**config.mk**
```make
export PLATFORM = sky130hd
export DESIGN_NAME = network_lock_monitor
export DESIGN_NICKNAME = d
export VERILOG_FILES = /design/src/rtl/network_lock_monitor_pkg.sv /design/src/rtl/edge_sync_detect.sv /design/src/rtl/network_lock_monitor.sv
export SDC_FILE = /design/constraint.sdc
export NUM_CORES = 1
export LEC_CHECK = 0
export BUFFER_PORTS_ARGS = -buffer_cell sky130_fd_sc_hd__buf_2
export CAP_MARGIN = 15
export CORE_ASPECT_RATIO = 1.1
export CORE_MARGIN = 3
export CORE_UTILIZATION = 55
export DETAILED_ROUTE_END_ITERATION = 8
export PLACE_DENSITY = 0.81
export SYNTH_ARGS = -nofsm -noshare
export SYNTH_HDL_FRONTEND = slang
export SYNTH_SLANG_ARGS = --single-unit
```
**constraint.sdc**
```tcl
create_clock -name fpga_clk_i -period 4 [get_ports fpga_clk_i]
set_input_delay 0.6 -clock fpga_clk_i [delete_from_list [all_inputs] [get_ports fpga_clk_i]]
set_output_delay 0.6 -clock fpga_clk_i [all_outputs]
set_load 0.01 [all_outputs]
```
**src/rtl/network_lock_monitor_pkg.sv**
```systemverilog
// network_lock_monitor_pkg: shared FSM encoding and width helper for the lock monitor
package network_lock_monitor_pkg;
    typedef enum logic [1:0] {IDLE, ARM, COUNT} state_t;
    function automatic int clog2(input int v);
        int r;
        r = 0;
        while ((1 << r) < v) r++;
        return r;
    endfunction
endpackage

```
**src/rtl/edge_sync_detect.sv**
```systemverilog
// edge_sync_detect: multi-FF synchroniser followed by a registered rising-edge pulse
module edge_sync_detect #(
    parameter int STAGES = 2
) (
    input  logic clk,
    input  logic rst_n,
    input  logic d,
    output logic pulse
);
    logic [STAGES:0] sync;
    always_ff @(posedge clk or negedge rst_n) begin
        if (!rst_n) begin
            sync  <= '0;
            pulse <= 1'b0;
        end else begin
            sync  <= {sync[STAGES-1:0], d};
            pulse <= sync[STAGES-1] & ~sync[STAGES];
        end
    end
endmodule

```
**src/rtl/network_lock_monitor.sv**
```systemverilog
// network_lock_monitor: counts per-node clock edges over a reference gate window
// and declares per-node and network-wide frequency lock.
module network_lock_monitor
    import network_lock_monitor_pkg::*;
#(
    parameter int NODES        = 4,
    parameter int GATE_EDGES   = 16,
    parameter int CNT_WIDTH    = 8,
    parameter int TOL          = 1,
    parameter int LOCK_WINDOWS = 4,
    parameter int SEL_WIDTH    = 2
) (
    input  logic                        fpga_clk_i,
    input  logic                        reset_n_i,
    input  logic                        enable_i,
    input  logic                        ref_i,
    input  logic [NODES-1:0]            node_clk_i,
    input  logic [SEL_WIDTH-1:0]        sel_i,
    output logic [NODES-1:0]            locked_o,
    output logic                        all_locked_o,
    output logic signed [CNT_WIDTH:0]   err_o,
    output logic                        window_done_o
);
    localparam int RW = clog2(GATE_EDGES + 1);
    localparam int LW = clog2(LOCK_WINDOWS + 1);
    localparam logic [CNT_WIDTH-1:0] SAT = '1;
    state_t state, state_next;
    logic ref_edge;
    logic [NODES-1:0] node_edge;
    logic [RW-1:0] ref_cnt;
    logic window_end;
    logic signed [CNT_WIDTH:0] err [NODES];
    edge_sync_detect u_ref_sync (
        .clk   (fpga_clk_i),
        .rst_n (reset_n_i),
        .d     (ref_i),
        .pulse (ref_edge)
    );
    always_comb begin
        state_next = state;
        if (!enable_i) state_next = IDLE;
        else if (state == IDLE) state_next = ARM;
        else if (state == ARM && ref_edge) state_next = COUNT;
    end
    // The ARM-exit ref edge opens the window, so GATE_EDGES further edges close it.
    assign window_end = enable_i && state == COUNT && ref_edge && ref_cnt == RW'(GATE_EDGES - 1);
    always_ff @(posedge fpga_clk_i or negedge reset_n_i) begin
        if (!reset_n_i) begin
            state         <= IDLE;
            ref_cnt       <= '0;
            window_done_o <= 1'b0;
            err_o         <= '0;
        end else begin
            state         <= state_next;
            ref_cnt       <= (!enable_i || state != COUNT || window_end) ? '0 : ref_cnt + RW'(ref_edge);
            window_done_o <= window_end;
            if (window_end) err_o <= err[sel_i];
        end
    end
    for (genvar n = 0; n < NODES; n++) begin : g_node
        logic [CNT_WIDTH-1:0] cnt, fin;
        logic [LW-1:0] lock_cnt;
        logic pass;
        edge_sync_detect u_node_sync (
            .clk   (fpga_clk_i),
            .rst_n (reset_n_i),
            .d     (node_clk_i[n]),
            .pulse (node_edge[n])
        );
        // fin includes an edge coincident with the terminating ref edge
        assign fin    = (cnt == SAT) ? SAT : cnt + CNT_WIDTH'(node_edge[n]);
        assign err[n] = {1'b0, fin} - (CNT_WIDTH + 1)'(GATE_EDGES);
        assign pass   = fin != SAT && err[n] >= -TOL && err[n] <= TOL;
        assign locked_o[n] = lock_cnt == LW'(LOCK_WINDOWS);
        always_ff @(posedge fpga_clk_i or negedge reset_n_i) begin
            if (!reset_n_i) begin
                cnt      <= '0;
                lock_cnt <= '0;
            end else if (!enable_i) begin
                cnt      <= '0;
                lock_cnt <= '0;
            end else begin
                cnt <= (state != COUNT || window_end) ? '0 : fin;
                if (window_end) lock_cnt <= pass ? lock_cnt + LW'(lock_cnt != LW'(LOCK_WINDOWS)) : '0;
            end
        end
    end
    assign all_locked_o = &locked_o;
endmodule
```
==> results.md <==
* # rows at 36
* Final antenna-violating net count at 0
* Number of antenna violations at the first check in global routing at 0
* Final setup violating endpoints at 0
* Register share of total power at 56.0%
* Number of hold-repair buffers added at the cts stage at 0
* Share of synthesized registers carrying an async set or reset at 100%
* Maximum capacitance violations at 0
* Total power density per cell area at 275 mW/mm2
* Synth Area in XOR/XNOR at 5.02%
* Detailed-route wire length per cell at 15.9 um
* Remaining DRCs at 0
* Maximum number of pins on one net before global-route repair at 82
* Combinational cell fraction of total power at 3.6%
* Dominant combinational cell family by area after synthesis: simple AND/OR/NAND/NOR gates
* Htree depth at 3
* Routability Congestion at 0.932
* Effective utilization at floorplan at 56.7%
* Via count at 4,138
* Number of vias per cell at 6.09
* Number of CTS-inserted buffers at 9
* Standby leakage power at 2.53 nW
* Leading register cell type out of synthesis: sky130_fd_sc_hd__dfrtp_1
* Number of register bits inferred by synthesis at 81
* Buffers added on ports at 24
* Deepest clock path buffer count at 2
* Detailed Place HPWL at 7850 um
* Share of final-layout standard cells stronger than drive strength 1 at 11.2%
* Worst Path Required at 4.30 ns
* Run status: finished clean
* Crit end category: flop
* Clock transition at the registers of the reported paths at 0.09 ns
* Internal power at 1.15 mW
* Min-Delay Path Class: input pin to flop
* Core ar. at 0.00892 mm2
* Number of distinct library cells after synthesis at 68
* Adder-cell share of the synthesized area at 8.66%
* Final setup skew at 0.0106 ns
* Worst vdd rail ir drop at 0.000152 V
* Synthesized netlist net count at 588
* Total Negative Setup Slacks at 0 ns
* Ports at 25
* TritonCTS sink count at 81
* CP Launch Type: flop
* Mux contribution to synthesized area at 4.82%
* Number of DRC markers after the initial detailed-route iteration at 276
* Unrepaired setup endpoints after global routing: no
* Clock latency of the later-clocked register in the worst-skew pair at 0.36 ns
* Min-Delay Path Depth at 1
* Width of the chip at 97.4 um
* First-pass GRT wire length at 18,300 um
* Part of the total power dissipated in the clock network at 40.4%
* Post-synthesis share of cell area spent on and, or, nand and nor gates at 25.4%
* Switching share of total power at 23.0%
* # Post-CTS Setup Buffers at 0
* Number of diodes at 0
* Maximum clock frequency at 285 MHz
* Number of cells upsized or downsized after cts at 0
* Arrival time of data at the critical path endpoint at 3.81 ns
* Launching instance or port of the critical path: g_node[1].cnt[0]
* Final-report max-slew violation count at 0
* Syn Std Cell Area at 0.00506 mm2
* Average cell area after synthesis at 9.32 um2
* Worst Path Class, Setup: flop to flop
* Worst hold path startpoint: ref_i
* Compound-cell area share of the yosys netlist at 11.8%
* Vias in the first global route at 4,027
* Detailed Route WL at 10,800 um
* Clock Root Buffer: sky130_fd_sc_hd__clkbuf_8
* Final-stage net count at 605
* Layout Area Growth over Synthesis at 7.17%
* Final cycle utilization of the critical path at 87.7%
* Synth Instances at 543
* Hold Violations, Final at 0
* Overflow left after global routing at 0
* Worst slew margin at 33.8%
* Worst reg-to-reg path cell count at 14
* Critical path peak fanout at 7
* Die ar. at 0.0104 mm2
* Clock tree from TritonCTS: done
* Placed instance count at 663
* Pre-Repair DR Iteration Count at 7
* Sequential cell area fraction in the yosys report at 40.1%
* Final min period at 3.51 ns
* EDFF count, synth at 0
* Worst flop-to-flop path startpoint: g_node[1].cnt[0]
* Total Routing Usage GR at 21.7%
* Reported net switching power at 0.343 mW
* Die height at 107 um
* Number of non-filler instances in the completed layout at 679
* Transition time at the pin with the least slew margin at 0.993 ns
* Yosys warning total at 0
[cells by family after synthesis]
| family | count (synthesis) |
|---|---|
| and+or+nand+nor | 252 |
| AOI/OAI and AO/OA | 82 |
| DFF | 81 |
| buffers and inverters | 48 |
| adders and majority gates | 35 |
| xor gates and xnor gates | 29 |
| muxes | 16 |
[registers in the layout, summed over array words and instances (netlist names)]
name and cells:
g_node.u_node_sync.pulse 4, g_node.cnt 32, g_node.lock_cnt 12, u_ref_sync.pulse 1, window_done_o 1, state 2
g_node.u_node_sync.sync 12, ref_cnt 5, err_o 9, u_ref_sync.sync 3
[worst paths after layout]
kind | to | slack, ns
setup / recovery | g_node[1].lock_cnt[1] | 0.49
hold / removal | u_ref_sync.sync[0] | 0.35
setup reg to reg | g_node[1].lock_cnt[1] | 0.49
hold reg to reg | g_node[2].u_node_sync.sync[1] | 0.35
max in group asynchronous | g_node[1].u_node_sync.sync[2] | 2.95
min in group asynchronous | g_node[2].lock_cnt[0] | 0.40
[cell usage in the layout, fill, tap and decap left out, types with 13 or more instances in the layout]
cell | Yosys | final
sky130_fd_sc_hd__dfrtp_1 | 81 | 81
sky130_fd_sc_hd__nand2_1 | 65 | 65
sky130_fd_sc_hd__nor2_1 | 64 | 64
sky130_fd_sc_hd__ha_1 | 35 | 35
sky130_fd_sc_hd__inv_1 | 28 | 28
sky130_fd_sc_hd__buf_2 | 1 | 23
sky130_fd_sc_hd__nand3_1 | 21 | 21
sky130_fd_sc_hd__nand4_1 | 17 | 17
sky130_fd_sc_hd__o21ai_0 | 17 | 17
sky130_fd_sc_hd__a21oi_1 | 17 | 17
sky130_fd_sc_hd__nor2b_1 | 16 | 16
sky130_fd_sc_hd__xor2_1 | 16 | 16
sky130_fd_sc_hd__xnor2_1 | 13 | 13
[routing by layer]
metal,wire (um),track usage (%),vias to the layer above
met1,4600,25.9,2006
met4,391,13.1,0
li1,-,-,1969
met2,5340,37.4,134
met5,0,0,-
met3,499,3.12,29
[metrics by stage]
step           power [mW]  hold slack, ns  instance area (um2)  worst slack (ns)  utilization, %
4_1_cts              1.51           0.327                 5420             0.537            60.8
6_report             1.49           0.346                 5420             0.492            60.8
3_3_place_gp        0.905           0.334                 5230             0.642            58.6
5_1_grt              1.55           0.327                 5420             0.175            60.8
3_5_place_dp        0.907           0.335                 5230             0.541            58.6
2_1_floorplan       0.877           0.304                 5060             0.905               -
[power groups by stage]
| stage | combinational (mW) | clock, mW | sequential (mW) |
|---|---|---|---|
| finish | 0.0541 | 0.603 | 0.835 |
| global route | 0.0619 | 0.652 | 0.836 |
| CTS | 0.0555 | 0.618 | 0.835 |
| detailed placement | 0.0551 | 0 | 0.852 |
| global placement | 0.0540 | 0 | 0.851 |
| floorplan | 0.0270 | 0 | 0.850 |
[cell type report]
class / count / area [um2]
tap: 114 / 143
clock inverter: 5 / 55.1
inverter: 29 / 109
sequential: 81 / 2030
timing repair buffer: 25 / 130
fill: 732 / 3500
multi-input combinational: 414 / 2820
clock buffer: 11 / 141
[synth_stat cells, types with 6 or more instances]
master,count,area [um2]
sky130_fd_sc_hd__inv_1,28,105
sky130_fd_sc_hd__nand2_1,65,244
sky130_fd_sc_hd__o211ai_1,6,45.0
sky130_fd_sc_hd__ha_1,35,438
sky130_fd_sc_hd__and2_1,9,56.3
sky130_fd_sc_hd__nand3_1,21,105
sky130_fd_sc_hd__nor2_1,64,240
sky130_fd_sc_hd__nand4_1,17,106
sky130_fd_sc_hd__nor3_1,11,55.1
sky130_fd_sc_hd__xnor2_1,13,114
sky130_fd_sc_hd__and4_1,8,70.1
sky130_fd_sc_hd__clkbuf_1,9,33.8
sky130_fd_sc_hd__and3_1,10,62.6
sky130_fd_sc_hd__dfrtp_1,81,2030
sky130_fd_sc_hd__a21oi_1,17,85.1
sky130_fd_sc_hd__nor2b_1,16,100
sky130_fd_sc_hd__xor2_1,16,140
sky130_fd_sc_hd__mux2i_1,7,70.1
sky130_fd_sc_hd__o21ai_0,17,85.1
[critical path, cell delays in order, from the launching register on]
cell and delay (ns):
sky130_fd_sc_hd__dfrtp_1 0.38, sky130_fd_sc_hd__ha_1 0.26, sky130_fd_sc_hd__ha_1 0.27, sky130_fd_sc_hd__nand3_1 0.12
sky130_fd_sc_hd__xor2_1 0.22, sky130_fd_sc_hd__and2_1 0.33, sky130_fd_sc_hd__inv_1 0.09, sky130_fd_sc_hd__ha_1 0.35
sky130_fd_sc_hd__o311a_1 0.18, sky130_fd_sc_hd__o211ai_1 0.10, sky130_fd_sc_hd__xor2_1 0.18, sky130_fd_sc_hd__a2111oi_4 0.33
sky130_fd_sc_hd__mux2i_1 0.32, sky130_fd_sc_hd__and2_1 0.19, sky130_fd_sc_hd__a22o_1 0.13
No activity file was read; power rests on OpenSTA's default activity.
